$ cat src/rtl/muldiv_seq_ctrl.sv
// Sequencer that borrows the shared 32-bit ALU to run unsigned shift-add multiply
// and restoring divide, one iteration per cycle, with results held in HI/LO.
module muldiv_seq_ctrl #(
  parameter logic [3:0] ALU_ADD = 4'b0010,
  parameter logic [3:0] ALU_SUB = 4'b0110
) (
  input  logic        clk_i,
  input  logic        rst_i,
  input  logic        start_i,
  input  logic        op_i,
  input  logic [31:0] a_i,
  input  logic [31:0] b_i,
  output logic [31:0] alu_a_o,
  output logic [31:0] alu_b_o,
  output logic [3:0]  alu_ctrl_o,
  input  logic [31:0] alu_r_i,
  input  logic        alu_cout_i,
  output logic [31:0] hi_o,
  output logic [31:0] lo_o,
  output logic        busy_o,
  output logic        done_o,
  output logic        dbz_o
);

  typedef enum logic [1:0] {
    IDLE = 2'd0,
    RUN  = 2'd1,
    DONE = 2'd2
  } state_e;

  state_e      state_q, state_d;
  logic        op_q, op_d;
  logic [31:0] m_q, m_d;
  logic [31:0] hi_q, hi_d;
  logic [31:0] lo_q, lo_d;
  logic [4:0]  cnt_q, cnt_d;
  logic        dbz_q, dbz_d;
  logic [31:0] shift_s;
  logic        quot_bit;

  always_ff @(posedge clk_i) begin
    if (rst_i) begin
      state_q <= IDLE;
      op_q    <= 1'b0;
      m_q     <= '0;
      hi_q    <= '0;
      lo_q    <= '0;
      cnt_q   <= '0;
      dbz_q   <= 1'b0;
    end else begin
      state_q <= state_d;
      op_q    <= op_d;
      m_q     <= m_d;
      hi_q    <= hi_d;
      lo_q    <= lo_d;
      cnt_q   <= cnt_d;
      dbz_q   <= dbz_d;
    end
  end

  always_comb begin
    state_d    = state_q;
    op_d       = op_q;
    m_d        = m_q;
    hi_d       = hi_q;
    lo_d       = lo_q;
    cnt_d      = cnt_q;
    dbz_d      = dbz_q;
    alu_a_o    = '0;
    alu_b_o    = '0;
    alu_ctrl_o = ALU_ADD;
    // A set hi[31] means the 33-bit partial remainder already exceeds the divisor.
    shift_s    = {hi_q[30:0], lo_q[31]};
    quot_bit   = hi_q[31] | alu_cout_i;

    unique case (state_q)
      IDLE: begin
        if (start_i) begin
          op_d  = op_i;
          dbz_d = 1'b0;
          cnt_d = '0;
          if (op_i && (b_i == 32'd0)) begin
            hi_d    = a_i;
            lo_d    = 32'hFFFF_FFFF;
            dbz_d   = 1'b1;
            state_d = DONE;
          end else begin
            m_d     = op_i ? b_i : a_i;
            hi_d    = '0;
            lo_d    = op_i ? a_i : b_i;
            state_d = RUN;
          end
        end
      end
      RUN: begin
        cnt_d = cnt_q + 5'd1;
        if (cnt_q == 5'd31) state_d = DONE;
        alu_b_o = m_q;
        if (!op_q) begin
          alu_a_o    = hi_q;
          alu_ctrl_o = ALU_ADD;
          if (lo_q[0]) {hi_d, lo_d} = {alu_cout_i, alu_r_i, lo_q[31:1]};
          else         {hi_d, lo_d} = {1'b0, hi_q, lo_q[31:1]};
        end else begin
          alu_a_o    = shift_s;
          alu_ctrl_o = ALU_SUB;
          hi_d       = quot_bit ? alu_r_i : shift_s;
          lo_d       = {lo_q[30:0], quot_bit};
        end
      end
      DONE: state_d = IDLE;
      default: state_d = IDLE;
    endcase
  end

  assign hi_o   = hi_q;
  assign lo_o   = lo_q;
  assign dbz_o  = dbz_q;
  assign busy_o = (state_q != IDLE);
  assign done_o = (state_q == DONE);

endmodule

$ cat config.mk
export PLATFORM = sky130hd
export DESIGN_NAME = muldiv_seq_ctrl
export DESIGN_NICKNAME = d
export VERILOG_FILES = /design/src/rtl/muldiv_seq_ctrl.sv
export SDC_FILE = /design/constraint.sdc
export NUM_CORES = 1
export LEC_CHECK = 0
export BUFFER_PORTS_ARGS = -buffer_cell sky130_fd_sc_hd__buf_2
export CORE_MARGIN = 2
export CORE_UTILIZATION = 57
export CTS_CLUSTER_DIAMETER = 200
export CTS_CLUSTER_SIZE = 8
export DETAILED_ROUTE_END_ITERATION = 12
export PLACE_DENSITY = 0.87
export SLEW_MARGIN = 0
export SYNTH_ARGS = -nofsm -noshare
export SYNTH_HDL_FRONTEND = slang
export SYNTH_SLANG_ARGS = --single-unit
$ cat constraint.sdc
create_clock -name clk_i -period 2.67 [get_ports clk_i]
set_input_delay 0.1335 -clock clk_i [delete_from_list [all_inputs] [get_ports clk_i]]
set_output_delay 0.1335 -clock clk_i [all_outputs]
set_load 0.02 [all_outputs]
Yosys cells after proc, flatten, opt, wreduce, memory -nomap -nowiden
Cells that the tools add are included.
{ "classes": {"add_sub_neg": 1, "eq_ne": 5, "n_mux": 25, "bitwise_logic": 2, "n_reduce_logical": 9} }
{ "ops": {"columns": ["op", "n"], "rows": [
  ["32-bit two-way mux", 14],
  ["32-bit one-hot mux with 2 select lines", 2],
  ["32-bit logical NOT", 1],
  ["5-bit one-hot mux with 2 select lines", 1],
  ["2-bit two-way mux", 3],
  ["3-bit two-way mux", 2],
  ["2-bit AND reduction", 3],
  ["5-bit by 1-bit adder with 5-bit output, second input constant", 1],
  ["5-bit == test, second input constant", 1],
  ["5-bit two-way mux", 1],
  ["2-bit != test, second input constant", 2],
  ["2-bit one-hot mux with 2 select lines", 1],
  ["2-bit nonzero test", 2],
  ["3-bit AND reduction", 1],
  ["2-bit by 1-bit == test with 1-bit output, second input constant", 1],
  ["2-bit == test, second input constant", 1],
  ["2-bit logical NOT", 1],
  ["1-bit logical AND", 1],
  ["1-bit two-way mux", 1],
  ["1-bit inverter", 1],
  ["1-bit bitwise OR", 1]
]} }
{ "totals": {"reg_bits": 105, "output_inout_bits": 135} }

Depth between registers and ports, before layout
Gate-level depths: netlist of the first run.
{ "logic_depth": {"ltp_word": 5, "depth_mapped": 7, "depth_no_buf": 5} }

Least setup slack after synthesis of the first run
No wires, ideal clock.
{ "synth_path": {"path_kind": "register to output", "startpoint": "register op_q", "endpoint": "output port alu_a_o[10]", "arrival_time_ns": 1.746, "required_ns": 2.536, "path_slack_ns": 0.791, "path_stages_with_launch": 6, "n_path_buf": 3, "cell_sequence": "dfxtp_1 clkbuf_1 clkbuf_1 buf_1 mux2i_1 nor2_1"} }
{ "synth_via": {"elab_chain_len": 2} }
{ "synth_rtl": {"columns": ["item", "line_no", "text"], "rows": [
  ["start, declared", "32", "logic op_q, op_d;"],
  ["start signal, assigned", "52", "op_q <= op_d;"],
  ["32-bit two-way mux", "99", "if (!op_q) begin"],
  ["32-bit two-way mux", "76", "unique case (state_q)"],
  ["end, declared", "13", "output logic [31:0] alu_a_o,"]
]} }
Every way passes these cells.

Final worst setup path of the first run
{ "layout_path": {"startpoint": "register op_q", "endpoint": "output port alu_a_o[30]"} }
The elaborated chain is that of the path after synthesis.

==> impl_metrics.tcl, run 1 <==
set metrics [dict create \
    ys.flop_type "dfxtp_1" \
    num_rows 43 \
    hold_viol_final 0 \
    cts_tree "done" \
    async_flop_share_pct 0 \
    required_ns 2.54 \
    drt-wirelength-per-cell_um 18.5 \
    place.gp.congestion 1.00 \
    finalPower_mw 4.76 \
    dr.first_iter.drc_count 1198 \
    grt_util_all_layers_pct 32.5 \
    wl_met1_um 10800 \
    cp-start-kind "flop" \
    synthTopCellsByArea "dfxtp_1, mux2i_1, a21oi_1" \
    grt_antenna_before_repair 0 \
    cp_cell_sequence "buf_4 -> mux2i_1 -> nor2_1 -> buf_2" \
    cp.depth 4 \
    n_antenna_cell 0 \
    cts_sinks 105 \
    synth_top_area_cell "dfxtp_1" \
    grt_first_pass_wirelength_um 39100 \
    yosysUniqueCellTypes 48 \
    cts_resized 0 \
    path_max_fanout 41 \
    drv_cap 0 \
    setup_viol 0 \
    worstSetupPathType "flop to primary output" \
    synthesis.area_um2 7970 \
    cts_buffers 9 \
    peakVddDrop_mv 0.363 \
    dieHeight_um 122 \
    status "completed" \
    cts_root_buffer "clkbuf_16" \
    cp_top_family "flip-flops" \
    chipWidth_um 122 \
    cts_buffer_depth 2 \
    ant_nets 0 \
    yosysSeqAreaShare_pct 26.4 \
    clk_latency_ns 0.35 \
    fin_area_um2 9440 \
    remaining_drc_errors 0 \
    final_nets 1295 \
    yosysMostFrequentCell "mux2i_1" \
    grt_max_degree 83 \
    dr.max_layer_used "met4" \
    hold_depth 3 \
    fin_crit_sh_pct 81.6 \
    rsz0062_at_grt "false" \
    core_um2 13800 \
    initial_utilization_pct 57.8 \
    synth_top_cell_area_share_pct 26.4 \
    drv_slew 0 \
    max_stage_delay_ns 0.74 \
    die_area_um2 14900 \
    htreeDepth 3 \
    utilization_pct 68.6 \
    wl_um 25500 \
    dr_wl_met3_um 2340 \
    max_slew_margin_pct 34.3 \
    tns_ns 0 \
    cts_setup_buffers 0 \
    dp_hpwl_um 17900 \
    power_density_nw_per_um2 504 \
    area_growth_pct 18.5 \
    ys_ff_latch 105 \
    timing.final.crit_period_ns 2.18 \
    grt.overflow.total 0 \
    ios 236 \
    worst_path_max_delay_cell "dfxtp_4" \
    avgSynthCellArea_um2 7.74 \
    ctsHoldBuffers 0 \
    fmaxAchievable_mhz 459 \
    power.leakage_nw 4.04 \
    tightestPinTransition_ns 0.986 \
    drtPass1Iterations 5 \
    reg2regPathDepth 4 \
    grt_pass1_vias 7442 \
    vias 8624 \
    drive_gt1_share_pct 29.5 \
    via_per_inst 6.26 \
    worst_hold_path_type "input port to flop" \
    yosys_warnings 0 \
    holdWs_ns 0.118 \
    synth-edff-count 0 \
    cp.arrival_ns 2.05 \
    synth_commonest_cells "mux2i_1, dfxtp_1, a21oi_1" \
    path_clk_slew_ns 0.08 \
    end_kind "primary output" \
    placed_cell_area_um2 9150 \
    port_buffers 232 \
    wl_met2_um 11700 \
    synth_cells 1029 \
    n_fill_cell 1176 \
    cp_num_buf_inv 2 \
    finalClockSkew_ns 0.00968 \
]
==> power breakdown <==
part	leakage, nW	switching [mW]	internal (mW)	total [mW]
Clock	0.137	0.632	0.727	1.36
Combinational	3.03	0.881	0.610	1.49
Sequential	0.867	0.191	1.72	1.91
Total	4.04	1.70	3.05	4.76
==> logic make-up (layout without fill, tap and decap cells) <==
logic type               after synthesis  count (layout)  share of synthesized area (%)
AND/OR/NAND/NOR                      326             326                           22.8
AO/OA/AOI/OAI                        292             292                           22.3
multiplexers                         158             158                           20.3
buffers and inverters                142             309                           7.62
flip-flops                           105             105                           26.4
adder cells (fa/ha/maj)                2               2                          0.314
other                                  2               3                         0.0943
XOR/XNOR                               2               2                          0.220
==> cell usage in the layout, fill, tap and decap left out, types with 10 or more instances in the layout <==
master / synthesis / routed
and2_1: 33 / 33
o31ai_1: 32 / 32
nor4_1: 24 / 24
o21ai_0: 66 / 66
a21oi_1: 103 / 103
a211oi_1: 31 / 31
or3b_2: 29 / 29
o22ai_1: 28 / 28
buf_4: 3 / 25
mux2i_1: 130 / 130
or3_1: 23 / 23
nor2b_1: 12 / 12
buf_2: 16 / 230
nor3_1: 35 / 35
dfxtp_1: 105 / 102
nor2_1: 100 / 100
nand2b_1: 23 / 22
nand4_1: 15 / 15
inv_1: 35 / 35
nand3_1: 13 / 13
a22oi_2: 10 / 10
mux2_2: 28 / 28
==> through the flow <==
stage                     std cells  setup slack [ns]
after floorplan                1030             0.791
after global placement         1361             0.651
after detailed placement       1361             0.568
after CTS                      1377             0.499
after global routing           1377             0.326
final                          1377             0.491
==> area by class of cell <==
class                           count  area, um2  share of cell area, %
Multi-Input combinational cell    783       5280                   55.9
Sequential cell                   105       2110                   22.3
Timing Repair Buffer              258       1400                   14.8
Clock buffer                        9        225                   2.39
Tap cell                          180        225                   2.39
Inverter                           35        131                   1.39
Clock inverter                      7       71.3                  0.755
==> metal layers <==
| metal | vias to the layer above | global-route usage [%] |
|---|---|---|
| li1 | 4079 | - |
| met1 | 4018 | 46.0 |
| met2 | 471 | 50.2 |
| met3 | 56 | 5.11 |
| met4 | 0 | 11.1 |
| met5 | - | 0 |
==> worst register-to-register path, stage by stage, from the launching register on <==
cell	delay, ns
dfxtp_1	0.54
or3b_2	0.70
buf_4	0.30
nor3_1	0.08
or3_1	0.39
==> state kept, by name, indices dropped and copies added, names as in the netlist <==
register	count
hi_o	32
lo_o	32
m_q	32
cnt_q	5
state_q	2
dbz_o	1
op_q	1
==> worst paths after layout <==
check,from,to,slack [ns]
max,op_q,alu_a_o[30],0.49
min,a_i[20],hi_o[20],0.12
max reg2reg,state_q[0],m_q[7],0.55
min reg2reg,dbz_o,dbz_o,0.52
Power figures use the tool's default switching activity.
==> run 2, diff against run 1 <==
CORE_UTILIZATION = 48   (was 57)
PLACE_DENSITY = 0.78   (was 0.87)
clock period = 1.8 ns   (was 2.67 ns; I/O delays follow)
==> run 2 against run 1 <==
  * Core utilization shrank 8.4 points
  * Sequential power is 46% higher
  * Hold slack worse by 0.042 ns
  * Critical path type is now flop to flop
  * Clock power increased by 53%
  * Sequential share of layout area fell by 0.92 points
  * Setup slack got worse by 0.48 ns
  * Via count down 0.16%
  * Register-to-register slack worse by 0.54 ns
==> impl_metrics.tcl, run 2 (synthesized netlist as in run 1, its figures left out) <==
set metrics [dict create \
    cts_buffer_depth 2 \
    place.gp.congestion 0.936 \
    busiest_layer "met2" \
    clk_latency_ns 0.35 \
    dp_hpwl_um 18400 \
    via_per_inst 6.01 \
    fin_crit_sh_pct 99.4 \
    num_rows 47 \
    tightestPinTransition_ns 0.682 \
    chipWidth_um 133 \
    timing.final.crit_period_ns 1.79 \
    core_um2 16400 \
    drt-wirelength-per-cell_um 18.6 \
    grt_util_all_layers_pct 28.9 \
    grt_pass1_vias 7749 \
    min_from "a_i[0]" \
    layout_commonest_cell "buf_2" \
    grtUsageMet3_pct 5.06 \
    initial_utilization_pct 48.6 \
    grt_antenna_before_repair 0 \
    required_ns 2.09 \
    max_stage_delay_ns 0.53 \
    power_density_nw_per_um2 736 \
    met1_usage_pct 40.5 \
    final_nets 1311 \
    preCtsSetupSlack_ns -0.0347 \
    vias 8610 \
    cp-start-kind "flop" \
    end_kind "flop" \
    crit_start "state_q[1]" \
    grt_first_pass_wirelength_um 41500 \
    cts_sinks 105 \
    worst_hold_path_type "input port to flop" \
    drv_cap 0 \
    hold_viol_final 0 \
    drive_gt1_share_pct 30.8 \
    dieHeight_um 133 \
    peakVddDrop_mv 0.478 \
    port_buffers 232 \
    worst_path_max_delay_cell "or3b_2" \
    power.leakage_nw 4.21 \
    final_cell_mix "buf_2, mux2i_1, a21oi_1, dfxtp_1, nor2_1" \
    dr.first_iter.drc_count 776 \
    finalClockSkew_ns 0.00601 \
    status "completed" \
    grt_max_degree 72 \
    drtPass1Iterations 5 \
    cts_buffers 9 \
    n_antenna_cell 0 \
    die_area_um2 17600 \
    rsz0062_at_grt "true" \
    r2r_start "state_q[1]" \
    drv_slew 0 \
    ios 236 \
    ant_nets 0 \
    wl_um 26600 \
    cp_cell_sequence "or3b_2 -> buf_4 -> nor3_1 -> o21ai_0 -> nand3_1" \
    fmaxAchievable_mhz 559 \
    utilization_pct 60.1 \
    area_growth_pct 23.8 \
    worstSetupPathType "flop to flop" \
    rrSetupSlack_ns 0.01 \
    cp.arrival_ns 2.08 \
    grt.overflow.total 0 \
    path_max_fanout 17 \
    path_clk_slew_ns 0.07 \
    tns_ns 0 \
    cts_root_buffer "clkbuf_16" \
    holdWs_ns 0.0758 \
    max_slew_margin_pct 54.5 \
    cts_tree "done" \
    setup_viol 0 \
    fin_ws_ns 0.0112 \
    grtUsageMet2_pct 44.8 \
    htreeDepth 3 \
    remaining_drc_errors 0 \
]
## run 2: report_power, final
part	total, mW	switching, mW	leakage, nW	internal [mW]
Clock	2.08	0.927	0.149	1.16
Sequential	2.79	0.239	0.867	2.55
Combinational	2.39	1.38	3.20	1.00
Total	7.26	2.55	4.21	4.71
## run 2: critical path, delay by kind of cell, from the launching register on
kind	cells	cell delay, ns
buffers and inverters	1	0.23
and+or+nand+nor	3	0.96
AOI/OAI and AO/OA	1	0.15
DFF	1	0.39
## run 2: repair_timing
item	CTS	global route
hold buffers	0	0
cloned	1	0
buffers inserted	1	0
setup endpoints to repair	61	41
gates resized for setup	4	7
pin swaps	1	0
## run 2: worst paths after layout
path | to | cells after the start
worst min register to register | dbz_o | 2
worst max-delay path | m_q[26] | 5
worst max register to register | m_q[26] | 5
worst min-delay path | hi_o[0] | 3
## run 2: per-layer routing
| metal | share of wire, % | vias up |
|---|---|---|
| met1 | 44 | 4084 |
| met5 | 0 | - |
| met4 | 2.2 | 0 |
| met3 | 7.4 | 43 |
| met2 | 46 | 373 |
| li1 | - | 4110 |
## run 2: through the flow
stage | area [um2] | power, mW | std cells
floorplan | 7980 | 4.33 | 1030
global placement | 9480 | 5.11 | 1415
detailed placement | 9480 | 5.16 | 1415
CTS | 9840 | 7.26 | 1433
global route | 9860 | 7.57 | 1433
finish | 9860 | 7.26 | 1433
## run 2: area by class of cell
cell class              instances  area (um2)
well taps                     220         275
clock buffers                  12         256
clock inverters                 4        51.3
multi-input cells             783        5310
repair buffers                274        1730
flip-flops and latches        105        2110
fillers                      1503        6540
inverters                      35         131
